File: src/rtl/armv8_pkg.sv
// Types and constants shared by the ARMv8 pipeline stages (fetch, decode, hazard unit).
package armv8_pkg;

    localparam int INSTR_W = 32;
    localparam int ADDR_W  = 64;

    localparam logic [INSTR_W-1:0] NOP_WORD = 32'hD503201F;

    typedef struct packed {
        logic [ADDR_W-1:0]  pc;
        logic [INSTR_W-1:0] instruction;
        logic               valid;
    } if_id_t;

    localparam int IF_ID_W = $bits(if_id_t);

endpackage

File: src/rtl/fetch_stage_if.sv
// Control inputs and IF/ID-facing outputs of the fetch stage.
interface fetch_stage_if;
    import armv8_pkg::*;

    logic                stall;
    logic                branch_taken;
    logic [ADDR_W-1:0]   branch_target;
    logic [ADDR_W-1:0]   pc_out;
    logic [ADDR_W-1:0]   if_id_pc;
    logic [INSTR_W-1:0]  if_id_instruction;
    logic                if_id_valid;
    logic [31:0]         fetch_count;

    // master: the fetch stage itself; slave: hazard/execute control and decode.
    modport master (
        input  stall, branch_taken, branch_target,
        output pc_out, if_id_pc, if_id_instruction, if_id_valid, fetch_count
    );

    modport slave (
        output stall, branch_taken, branch_target,
        input  pc_out, if_id_pc, if_id_instruction, if_id_valid, fetch_count
    );

endinterface

File: src/rtl/if_id_register.sv
// Pipeline flop bundle with reset > flush > hold > load priority.
module if_id_register #(
    parameter int           W      = 1,
    parameter logic [W-1:0] BUBBLE = '0
) (
    input  logic         clk_i,
    input  logic         rst_i,
    input  logic         flush_i,
    input  logic         hold_i,
    input  logic [W-1:0] d_i,
    output logic [W-1:0] q_o
);

    logic [W-1:0] data_q;
    logic [W-1:0] data_d;

    always_comb begin
        data_d = data_q;
        if (flush_i) begin
            data_d = BUBBLE;
        end else if (!hold_i) begin
            data_d = d_i;
        end
    end

    always_ff @(posedge clk_i) begin
        if (rst_i) begin
            data_q <= BUBBLE;
        end else begin
            data_q <= data_d;
        end
    end

    assign q_o = data_q;

endmodule

File: src/rtl/fetch_stage.sv
// Instruction fetch: PC, read-only instruction memory and the IF/ID register feeding decode.
import armv8_pkg::*;

module fetch_stage #(
    parameter int                  IMEM_WORDS = 64,
    parameter logic [ADDR_W-1:0]   RESET_PC   = 64'h0,
    parameter logic [INSTR_W-1:0]  NOP_WORD   = armv8_pkg::NOP_WORD
) (
    input  logic          clock,
    input  logic          reset,
    fetch_stage_if.master fif
);

    localparam int IDX_W = (IMEM_WORDS > 1) ? $clog2(IMEM_WORDS) : 1;
    localparam logic [IF_ID_W-1:0] BUBBLE = {{ADDR_W{1'b0}}, NOP_WORD, 1'b0};

    // Populated by the environment; there is no write port.
    logic [INSTR_W-1:0] memory [IMEM_WORDS];

    logic [ADDR_W-1:0]  pc_q, pc_d;
    logic [31:0]        count_q, count_d;
    logic [ADDR_W-3:0]  word_idx;
    logic               in_range;
    logic [INSTR_W-1:0] fetch_word;
    if_id_t             if_id_d, if_id_q;

    assign word_idx   = pc_q[ADDR_W-1:2];
    assign in_range   = word_idx < (ADDR_W-2)'(IMEM_WORDS);
    assign fetch_word = in_range ? memory[word_idx[IDX_W-1:0]] : NOP_WORD;

    always_comb begin
        pc_d    = pc_q;
        count_d = count_q;
        if (fif.branch_taken) begin
            pc_d = fif.branch_target & ~64'h3;
        end else if (!fif.stall) begin
            pc_d    = pc_q + 64'd4;
            count_d = count_q + 32'd1;
        end
    end

    always_ff @(posedge clock) begin
        if (reset) begin
            pc_q    <= RESET_PC;
            count_q <= '0;
        end else begin
            pc_q    <= pc_d;
            count_q <= count_d;
        end
    end

    always_comb begin
        if_id_d             = '0;
        if_id_d.pc          = pc_q;
        if_id_d.instruction = fetch_word;
        if_id_d.valid       = 1'b1;
    end

    if_id_register #(
        .W      (IF_ID_W),
        .BUBBLE (BUBBLE)
    ) u_if_id (
        .clk_i   (clock),
        .rst_i   (reset),
        .flush_i (fif.branch_taken),
        .hold_i  (fif.stall),
        .d_i     (if_id_d),
        .q_o     (if_id_q)
    );

    assign fif.pc_out            = pc_q;
    assign fif.if_id_pc          = if_id_q.pc;
    assign fif.if_id_instruction = if_id_q.instruction;
    assign fif.if_id_valid       = if_id_q.valid;
    assign fif.fetch_count       = count_q;

endmodule

File: src/flat_wrapper.sv
// flat-port wrapper written by rule: the top's interface ports become plain ports
module fetch_stage_flat 
#(
    parameter int                  IMEM_WORDS = 64,
    parameter logic [ADDR_W-1:0]   RESET_PC   = 64'h0,
    parameter logic [INSTR_W-1:0]  NOP_WORD   = armv8_pkg::NOP_WORD
)
  (clock, reset, fif_stall, fif_branch_taken, fif_branch_target, fif_pc_out, fif_if_id_pc, fif_if_id_instruction, fif_if_id_valid, fif_fetch_count);
  fetch_stage_if fif_i ();
  input  logic clock;
  input  logic reset;
  input wire logic [$bits(fif_i.stall)-1:0] fif_stall;
  input wire logic [$bits(fif_i.branch_taken)-1:0] fif_branch_taken;
  input wire logic [$bits(fif_i.branch_target)-1:0] fif_branch_target;
  output wire logic [$bits(fif_i.pc_out)-1:0] fif_pc_out;
  output wire logic [$bits(fif_i.if_id_pc)-1:0] fif_if_id_pc;
  output wire logic [$bits(fif_i.if_id_instruction)-1:0] fif_if_id_instruction;
  output wire logic [$bits(fif_i.if_id_valid)-1:0] fif_if_id_valid;
  output wire logic [$bits(fif_i.fetch_count)-1:0] fif_fetch_count;
  assign fif_i.stall = fif_stall;
  assign fif_i.branch_taken = fif_branch_taken;
  assign fif_i.branch_target = fif_branch_target;
  assign fif_pc_out = fif_i.pc_out;
  assign fif_if_id_pc = fif_i.if_id_pc;
  assign fif_if_id_instruction = fif_i.if_id_instruction;
  assign fif_if_id_valid = fif_i.if_id_valid;
  assign fif_fetch_count = fif_i.fetch_count;
  fetch_stage #(.IMEM_WORDS(IMEM_WORDS), .RESET_PC(RESET_PC), .NOP_WORD(NOP_WORD)) u_core (.clock(clock), .reset(reset), .fif(fif_i));
endmodule
File: config.mk
export PLATFORM = sky130hd
export DESIGN_NAME = fetch_stage_flat
export DESIGN_NICKNAME = d
export VERILOG_FILES = /design/src/rtl/armv8_pkg.sv /design/src/rtl/fetch_stage_if.sv /design/src/rtl/if_id_register.sv /design/src/rtl/fetch_stage.sv /design/src/flat_wrapper.sv
export SDC_FILE = /design/constraint.sdc
export NUM_CORES = 1
export LEC_CHECK = 0
export ABC_AREA = 1
export BUFFER_PORTS_ARGS = -buffer_cell sky130_fd_sc_hd__buf_2
export CAP_MARGIN = 20
export CORE_MARGIN = 3
export CORE_UTILIZATION = 35
export CTS_CLUSTER_DIAMETER = 200
export DETAILED_ROUTE_END_ITERATION = 6
export PLACE_DENSITY = 0.61
export SYNTH_ARGS = -nofsm -noshare
export SYNTH_HDL_FRONTEND = slang
export SYNTH_SLANG_ARGS = --single-unit
File: constraint.sdc
create_clock -name clock -period 3.93 [get_ports clock]
set_input_delay 0.786 -clock clock [delete_from_list [all_inputs] [get_ports clock]]
set_output_delay 0.786 -clock clock [all_outputs]
set_load 0.01 [all_outputs]
# --- Yosys cells after proc, flatten, opt, wreduce, memory -nomap -nowiden ---
# Index checks and enable logic that the tools add are counted.
word_totals:
  register_bits: 193
  inputBits: 68
  out_inout_bits: 193
  word_cells: 15
classes:
  n_addsub: 2
  magnitude_cmp: 1
  eq_ne: 1
  mux: 3
  bitwise_logic: 2
  reduce_logical: 2
ops:
  columns: ["cell", "n"]
  rows:
  - ["64-bit 2-to-1 mux", 2]
  - ["64-bit by 3-bit adder with 64-bit output (second input constant)", 1]
  - ["62-bit by 7-bit less-than comparator with 1-bit output (second input constant)", 1]
  - ["32-bit by 1-bit adder with 32-bit output (second input constant)", 1]
  - ["32-bit 2-to-1 mux", 1]
  - ["2-bit by 1-bit != test with 1-bit output (second input constant)", 1]
  - ["1-bit NOT", 2]
  - ["2-bit AND reduction", 1]
  - ["2-bit OR reduction", 1]

# --- Logic depth before layout (Yosys ltp) ---
# Gate-level depths: netlist of run 1.
logic_depth:
  word_depth: 3
  mapped_depth: 12
  mapped_depth_nobuf: 12

# --- By module ---
# Synthesis of run 1 repeated with hierarchy kept, for this count alone.
unflattened:
  hier_cells: 1654
  hier_area_um2: 10075.9
modules_own_cells:
  columns: ["mod", "instances", "cells_per_inst", "area_each_um2", "seq_area_each_um2"]
  rows:
  - ["fetch_stage", 1, 1065, 6209.7, 1881.8]
  - ["if_id_register", 1, 589, 3866.2, 1941.9]

# --- Worst setup path before layout of run 1 ---
# Ideal clock, no wire load.
synth_timing:
  path_kind: "input port to flip-flop"
  from: "input fif_branch_taken"
  to: "register u_core.count_q[28], in the netlist u_core.fif.fetch_count[28]"
  setup_time_ns: 0.119
  arrival_ns: 1.808
  required_time_ns: 3.811
  slack_ns: 2.002
  cell_stages: 8
  n_path_buf: 2
  path_cell_list: "buf_2 > nor2_4 > buf_4 > nand2_1 > nor3_1 > nand4_1 > o21ai_0 > a21oi_1"
synth_between:
  elab_chain_cells: 2
synth_rtl:
  columns: ["item", "line", "text"]
  rows:
  - ["from (decl)", "flat_wrapper.sv:13", "input wire logic [$bits(fif_i.branch_taken)-1:0] fif_branch_taken;"]
  - ["1-bit NOT (no source line)", null, null]
  - ["2-bit AND reduction (no source line)", null, null]
  - ["to (signal assigned)", "fetch_stage.sv:48", "count_q <= count_d;"]
  - ["to (decl)", "fetch_stage.sv:21", "logic [31:0] count_q, count_d;"]
# Every way passes these cells.
# A chain may end at the register's enable or synchronous reset.

# --- Worst setup path after layout of run 1 ---
layout_timing:
  from: "register u_core.pc_q[2], in the netlist u_core.fif.pc_out[2]"
  to: "register u_core.pc_q[36], in the netlist u_core.fif.pc_out[36]"
layout_between:
  elab_chain_cells: 3
layout_rtl:
  columns: ["item", "line", "text"]
  rows:
  - ["from (decl)", "fetch_stage.sv:20", "logic [ADDR_W-1:0] pc_q, pc_d;"]
  - ["from (signal assigned)", "fetch_stage.sv:47", "pc_q <= pc_d;"]
  - ["64-bit by 3-bit adder with 64-bit output", "fetch_stage.sv:37", "pc_d = pc_q + 64'd4;"]
  - ["64-bit 2-to-1 mux", "fetch_stage.sv:36", "end else if (!fif.stall) begin"]
  - ["64-bit 2-to-1 mux", "fetch_stage.sv:34", "if (fif.branch_taken) begin"]
# Every way passes these cells. The select of a mux whose other input is x is not followed.

==> flow_summary.toml, run 1 <==
[power]
switching_power_w = 0.00110
sw_frac_of_total = 0.291
leakagePower_nw = 4.38
ir_drop_v = 0.000262
p_int_w = 0.00269
clock_power_share = 0.440
p_per_area_nw_per_um2 = 363
comb_power_share = 0.105
power_frac_seq = 0.454

[synthesis]
netlist_area_um2 = 8620
yosys_warnings = 0
avgSynthCellArea_um2 = 6.39
syn_inst = 1350
synth_top_cell_by_area = "dfxtp_1"
synth_top_area_share = 0.365
synth_edf_count = 0
netlist_top_cells_area = "dfxtp_1, nand2_1, nor2_1, a21oi_1, o21ai_0"
synth-seq-area-share = 0.365
synth_seq_cells = 157
ys_types = 36
async_flop_share = 0
synthFlopType = "dfxtp_1"

[cells_and_area]
stdcell_count = 1882
antenna_cells = 0
fillers = 2593
multiInputGateArea_um2 = 4660
area_growth_syn_to_layout_pct = 21.3
seq_area_um2 = 3140
design_area_um2 = 10500
nets = 1620
drive_gt1_frac = 0.194

[timing]
drv_slew = 0
worst_pin_slew_ps = 934
finalCriticalPeriod_ps = 2190
setup_tns_ps = 0
hold_viol_final = 0
clock.fmax_mhz = 457
setup_viol = 0
rsz0062_at_grt = "no"
worst_clock_skew_ps = 9.63
slew_headroom = 0.377
setup_slack_ps = 1740
whs_ps = 465
post-route-period-util = 0.557

[grt]
track_usage = 0.222
grt_max_degree = 96
gr-total-overflow = 0
grt_pass1_vias = 8422
grt_antenna_before_repair = 3
grt_first_pass_wirelength_um = 46500

[critical_path]
required_ps = 4210
arrival_ps = 2470
max_stage_delay_ps = 480
cp_slowest_cell = "dfxtp_1"
critPathLaunchType = "flop"
path_cells = "ha_1, inv_1, nor2_4, nand3_1, nor2_2, nand2_1, xor2_1, nand2_1, a21oi_1"
critical_path.most_common_cell = "nand2_1"
cp-end-kind = "flop"
path_delay_family = "simple AND/OR/NAND/NOR gates"
crit_fanout = 6
path_class = "flop to flop"
worst-path-buf-inv = 1

[clock_network]
cts_resized = 0
cts_hold_buf = 0
clk_latency_ps = 430
htree_num_levels = 4
cts_setup_buffers = 0
cts_tree = "done"
cts_buffers = 17
clock-sinks = 157
clock_path_buffers = 2
root_buffer = "clkbuf_16"
clk_pin_slew_ps = 70

[route]
vias_per_cell = 4.88
wl_per_cell_um = 16.1
drc = 0
drt_pass1_iterations = 5
ant_nets = 0
totalWireLength_um = 30300
vias = 9192
drt_iter0_markers = 829

[placed_design]
placed_cells = 1850
place_area_um2 = 9880
port_buffers = 222
gp_congestion = 0.993
dp_hpwl_um = 23200
pre_cts_ws_ps = 1380

[floorplanning]
rows = 56
dieArea_um2 = 26600
core_area_um2 = 23800
fp.dieH_um = 163
die_x_um = 163
io_pins = 261
start_util = 0.362

[job]
max_cap_viol_count = 0

[outcome]
status = "finished clean"

[min_path]
holdCritPathClass = "flop to flop"
==> state kept, by name (all words and copies together), names as in the netlist <==
register                cells
u_core.u_if_id.q_o         63
u_core.fif.pc_out          62
u_core.fif.fetch_count     32
==> cell usage in the layout, fill, tap and decap left out, types with 2 or more instances in the layout <==
cell	instances
nand2_1	387
buf_2	222
nor2_1	175
dfxtp_1	157
inv_1	125
a21oi_1	123
o21ai_0	120
conb_1	36
nand3_1	30
xor2_1	27
nand4_1	23
nor3_1	17
clkbuf_16	17
nor2_2	15
a31oi_1	14
nand2_2	10
nor2_4	9
buf_4	9
xnor2_1	6
a211oi_1	6
inv_6	5
clkinv_4	4
inv_2	2
nand3_2	2
o21ai_1	2
nor3b_1	2
ha_1	2
inv_8	2
==> area by class of cell <==
cell class | instances | area share
multi-input cells | 1015 | 0.445
well taps | 319 | 0.0382
clock buffers | 18 | 0.0410
clock inverters | 14 | 0.0146
inverters | 127 | 0.0456
repair buffers | 232 | 0.115
flip-flops and latches | 157 | 0.301
==> power groups by stage <==
stage	registers, W	clock network, W	logic, W
detailed placement	0.00176	0	0.000399
CTS	0.00172	0.00171	0.000401
global route	0.00173	0.00178	0.000448
global placement	0.00176	0	0.000393
finish	0.00172	0.00167	0.000399
floorplan	0.00177	0	0.000240
==> metal layers <==
| metal | up-vias | GRT usage | part of all wire |
|---|---|---|---|
| met5 | - | 0 | 0.00096 |
| met4 | 6 | 0.0627 | 0.019 |
| met3 | 34 | 0.0488 | 0.071 |
| met2 | 330 | 0.354 | 0.45 |
| met1 | 4158 | 0.303 | 0.46 |
| li1 | 4664 | - | - |
==> cell usage after synthesis, types with 2 or more instances <==
cell and count:
buf_4 37, nor3_1 17, dfxtp_1 157, nor3b_1 2, a211oi_1 6, nor2_2 14
conb_1 2, o21ai_0 120, a21oi_1 123, xor2_1 27, nand3_1 30, buf_2 5
nand4_1 23, nor2_4 9, o21ai_1 2, nand3_2 2, nand2_1 387, buf_1 6
inv_1 126, ha_1 2, a31oi_1 14, nand2_2 10, nor2_1 176, clkbuf_1 36
xnor2_1 6
==> cells by family (layout without fill, tap and decap cells) <==
family / Yosys count / after routing / synth area share
compound gates: 269 / 269 / 0.161
xor+xnor: 33 / 33 / 0.0335
fa+ha+maj: 2 / 2 / 0.00290
buf+inv: 212 / 391 / 0.110
flops: 157 / 157 / 0.365
other cells: 2 / 36 / 0.000871
simple gates: 675 / 675 / 0.327
==> worst min-delay path, stage by stage (launching register included) <==
cell and delay [ps]:
dfxtp_1 310, nand2_1 60, a21oi_1 50
==> through the flow <==
step                total power, W   util
floorplan                  0.00201      -
global placement           0.00215  0.415
detailed placement         0.00216  0.415
CTS                        0.00383  0.439
global route               0.00396  0.439
finish                     0.00379  0.439
==> final timing paths <==
check / from / to / slack [ps] / depth (start not counted)
setup / recovery: u_core.fif.pc_out[2]$_SDFFE_PP0P_ / u_core.fif.pc_out[36]$_SDFFE_PP0P_ / 1740 / 9
hold / removal: u_core.u_if_id.q_o[49]$_SDFFE_PP0N_ / u_core.u_if_id.q_o[49]$_SDFFE_PP0N_ / 460 / 2
setup reg to reg: u_core.fif.pc_out[2]$_SDFFE_PP0P_ / u_core.fif.pc_out[36]$_SDFFE_PP0P_ / 1740 / 9
hold reg to reg: u_core.u_if_id.q_o[49]$_SDFFE_PP0N_ / u_core.u_if_id.q_o[49]$_SDFFE_PP0N_ / 460 / 2
Power figures use the tool's default switching activity.
==> run 2: changes to the inputs <==
Clock period 3.93 ns to 2.3 ns, I/O delays scaled along.
==> flow_summary.toml, run 2 (same netlist as run 1, synthesis figures left out) <==
[timing]
setup_tns_ps = 0
finalCriticalPeriod_ps = 2070
setup_viol = 0
whs_ps = 291
clock.fmax_mhz = 484
post-route-period-util = 0.899
worst_pin_slew_ps = 698
rsz0062_at_grt = "no"
slew_headroom = 0.534
worst_clock_skew_ps = 13.7
drv_slew = 0
hold_viol_final = 0

[cells_and_area]
fillers = 2586
final_common_cell = "nand2_1"
nets = 1639
stdcell_count = 1901
layout_common_cells = "nand2_1, buf_2, nor2_1, dfxtp_1, inv_1"
largest_reg_flops = 63
area_growth_syn_to_layout_pct = 22.8
antenna_cells = 0
drive_gt1_frac = 0.204

[power]
p_per_area_nw_per_um2 = 606
ir_drop_v = 0.000377
leakagePower_nw = 4.46

[critical_path]
timing.rr.end = "u_core.fif.pc_out[52]$_SDFFE_PP0P_"
arrival_ps = 2370
reg2reg_depth = 10
max_stage_delay_ps = 440
critPathLaunchType = "flop"
required_ps = 2600
path_class = "flop to flop"
crit_fanout = 6
timing.rr.start = "u_core.fif.pc_out[3]$_SDFFE_PP0P_"
path_cells = "ha_1, inv_1, nor2_4, nand3_1, nor2_2, nand3_1, nand2_1, nand2_1, a21oi_1, nor2_1"
startpoint = "u_core.fif.pc_out[3]$_SDFFE_PP0P_"
cp-endpoint = "u_core.fif.pc_out[52]$_SDFFE_PP0P_"
cp_slowest_cell = "dfxtp_1"
r2r_slack_ps = 230
cp-end-kind = "flop"

[route]
vias = 9322
drt_iter0_markers = 752
drt_pass1_iterations = 5
ant_nets = 0
totalWireLength_um = 30500
drc = 0
vias_per_cell = 4.90
wl_per_cell_um = 16.0

[outcome]
status = "finished clean"

[floorplanning]
die_x_um = 163
start_util = 0.362
io_pins = 261
rows = 56
dieArea_um2 = 26600
fp.dieH_um = 163
core_area_um2 = 23800

[grt]
gr-total-overflow = 0
grt_pass1_vias = 8783
track_usage = 0.225
grt_first_pass_wirelength_um = 47200
grt_antenna_before_repair = 1
grt_max_degree = 96

[clock_network]
cts_tree = "done"
root_buffer = "clkbuf_16"
clk_pin_slew_ps = 70
htree_num_levels = 4
cts_resized = 0
clock_path_buffers = 2
cts_setup_buffers = 0
clock-sinks = 157
cts_buffers = 17
cts_hold_buf = 0
clk_latency_ps = 440

[placed_design]
placed_cells = 1869
gp_congestion = 0.939
dp_hpwl_um = 23500
port_buffers = 222

[job]
max_cap_viol_count = 0

[min_path]
holdCritPathClass = "primary input to flop"
-- run 2: cell types whose count changed in the layout (fill, tap and decap cells not counted) --
cell / before / now
buf_12: 1 / 2
buf_4: 9 / 27
bufinv_16: 1 / 0
clkinv_2: 1 / 0
clkinv_4: 4 / 3
clkinv_8: 1 / 0
clkinvlp_4: 0 / 3
inv_6: 5 / 6
-- run 2: stage by stage --
step / util / cell area (um2) / setup WS [ps] / power [W]
floorplan: - / 8750 / 593 / 0.00343
global placement: 0.421 / 10000 / 289 / 0.00371
detailed placement: 0.421 / 10000 / 267 / 0.00372
CTS: 0.444 / 10600 / 235 / 0.00647
global route: 0.444 / 10600 / 95.8 / 0.00668
finish: 0.444 / 10600 / 233 / 0.00641
-- run 2: report_power, final --
group	switching, W	total (W)	internal (W)
clock	0.00133	0.00275	0.00142
combinational	0.000467	0.000729	0.000261
sequential	0.000108	0.00293	0.00282
total	0.00191	0.00641	0.00450
-- run 2: layout make-up --
type	instances	area (um2)	share of cell area
clock buffer	18	429	0.0405
inverter	127	477	0.0450
timing repair buffer	251	1350	0.128
multi-input combinational	1015	4660	0.440
tap	319	399	0.0377
clock inverter	14	124	0.0117
sequential	157	3140	0.297
-- run 2: worst min path at each step --
| stage | start | end | slack [ps] | cells past startpoint |
|---|---|---|---|---|
| 4_1_cts | fif_branch_target[16] | u_core.fif.pc_out[16]$_SDFFE_PP0P_ | 280 | 3 |
| 3_3_place_gp | u_core.u_if_id.q_o[45]$_SDFFE_PP0N_ | u_core.u_if_id.q_o[45]$_SDFFE_PP0N_ | 450 | 2 |
| 6_report | fif_branch_target[16] | u_core.fif.pc_out[16]$_SDFFE_PP0P_ | 290 | 3 |
| 5_1_grt | fif_branch_target[15] | u_core.fif.pc_out[15]$_SDFFE_PP0P_ | 300 | 3 |
| 3_5_place_dp | u_core.u_if_id.q_o[39]$_SDFFE_PP0N_ | u_core.u_if_id.q_o[39]$_SDFFE_PP0N_ | 450 | 2 |
| 2_1_floorplan | u_core.u_if_id.q_o[35]$_SDFFE_PP0N_ | u_core.u_if_id.q_o[35]$_SDFFE_PP0N_ | 490 | 2 |
-- run 2: critical path, delay by kind of cell, from the launching register on --
family                   cells  cell delay [ps]
buffers and inverters        1              110
flip-flops                   1              440
AND/OR/NAND/NOR              7             1000
adder cells (fa/ha/maj)      1              270
AO/OA/AOI/OAI                1              130
-- run 2: routing by layer --
metal	track usage	share of wire	vias to the layer above
met1	0.299	0.45	4263
met5	0	0.00023	-
li1	-	-	4691
met4	0.0692	0.022	2
met3	0.0562	0.077	39
met2	0.362	0.45	327
==> run 3: changes to the inputs <==
Settings changed: SETUP_SLACK_MARGIN set to 0.02.
Clock period 2.3 ns to 2.7 ns, I/O delays scaled along.
==> flow_summary.toml, run 3 (same netlist as run 1, synthesis figures left out) <==
[outcome]
status = "finished clean"

[timing]
finalCriticalPeriod_ps = 2150
worst_pin_slew_ps = 712
setup_slack_ps = 552
hold_viol_final = 0
drv_slew = 0
clock.fmax_mhz = 466
setup_viol = 0
setup_tns_ps = 0
post-route-period-util = 0.795
worst_clock_skew_ps = 11.2
rsz0062_at_grt = "no"
slew_headroom = 0.525

[grt]
met3_usage = 0.0509
grt_max_degree = 63
gr-total-overflow = 0
grt_antenna_before_repair = 1
grt_first_pass_wirelength_um = 46700
track_usage = 0.223
top_usage_layer = "met2"
grt_pass1_vias = 8634
use_met2 = 0.353
met1_usage = 0.300

[floorplanning]
core_area_um2 = 23800
rows = 56
io_pins = 261
die_x_um = 163
dieArea_um2 = 26600
start_util = 0.362
fp.dieH_um = 163

[placed_design]
port_buffers = 222
pre_cts_ws_ps = 500
dp_hpwl_um = 23400
gp_congestion = 0.949

[clock_network]
cts_buffers = 17
clk_latency_ps = 440
clk_pin_slew_ps = 70
root_buffer = "clkbuf_16"
cts_tree = "done"
clock-sinks = 157
cts_resized = 0
htree_num_levels = 4
cts_setup_buffers = 0
clock_path_buffers = 2
cts_hold_buf = 0

[cells_and_area]
antenna_cells = 0
nets = 1623
drive_gt1_frac = 0.196
final_common_cell = "nand2_1"
largest_reg_flops = 63
layout_common_cells = "nand2_1, buf_2, nor2_1, dfxtp_1, inv_1"
area_growth_syn_to_layout_pct = 22.4

[critical_path]
cp-end-kind = "flop"
path_class = "flop to flop"
cp_slowest_cell = "dfxtp_1"
required_ps = 3000
max_stage_delay_ps = 470
path_cells = "ha_1, inv_1, nor2_4, nand3_1, nor2_2, nand3_1, nand2_1, nand2_1, a21oi_1, nor2_1"
crit_fanout = 6
critPathLaunchType = "flop"
arrival_ps = 2450

[route]
drc = 0
vias = 9193
ant_nets = 0
drt_pass1_iterations = 5
totalWireLength_um = 30300
drt_iter0_markers = 726
wl_per_cell_um = 16.1
vias_per_cell = 4.88

[power]
ir_drop_v = 0.000293
leakagePower_nw = 4.43
p_per_area_nw_per_um2 = 545

[min_path]
holdCritPathClass = "primary input to flop"

[job]
max_cap_viol_count = 0
-- run 3: path summary, 6_finish.rpt --
kind	end	from	slack [ps]	depth (start not counted)
setup / recovery	u_core.fif.pc_out[52]$_SDFFE_PP0P_	u_core.fif.pc_out[2]$_SDFFE_PP0P_	550	10
hold reg to reg	u_core.u_if_id.q_o[47]$_SDFFE_PP0N_	u_core.u_if_id.q_o[47]$_SDFFE_PP0N_	460	2
setup reg to reg	u_core.fif.pc_out[52]$_SDFFE_PP0P_	u_core.fif.pc_out[2]$_SDFFE_PP0P_	550	10
hold / removal	u_core.fif.pc_out[13]$_SDFFE_PP0P_	fif_branch_target[13]	370	3
-- run 3: routing by layer --
| metal | vias up | routed length, um |
|---|---|---|
| met5 | - | 11 |
| met4 | 2 | 780 |
| met3 | 46 | 2060 |
| met2 | 288 | 13500 |
| met1 | 4200 | 13900 |
| li1 | 4657 | - |
-- run 3: final cells by class --
class	count	area (um2)
clock inverters	14	200
fillers	2576	13300
well taps	319	399
flip-flops and latches	157	3140
multi-input cells	1015	4660
repair buffers	235	1230
clock buffers	18	439
inverters	127	477
-- run 3: report_power, final --
part	internal (W)	switching [W]	total [W]
clock	0.00152	0.00114	0.00266
combinational	0.000206	0.000382	0.000588
sequential	0.00240	0.000102	0.00250
total	0.00413	0.00162	0.00575
-- run 3: critical path: cells and delay by family, from the launching register on --
family                   cells  cell delay (ps)
AO/OA/AOI/OAI                1              120
adder cells (fa/ha/maj)      1              280
buffers and inverters        1              110
flip-flops                   1              470
AND/OR/NAND/NOR              7             1010
-- run 3: stage by stage --
| step | total power [W] | hold slack [ps] | instance area (um2) | utilization | instances |
|---|---|---|---|---|---|
| floorplan | 0.00292 | 490 | 8750 | - | 1384 |
| global placement | 0.00314 | 450 | 9910 | 0.416 | 1853 |
| detailed placement | 0.00315 | 455 | 9910 | 0.416 | 1853 |
| CTS | 0.00581 | 363 | 10600 | 0.443 | 1885 |
| global route | 0.00597 | 380 | 10600 | 0.443 | 1885 |
| finish | 0.00575 | 374 | 10600 | 0.443 | 1885 |
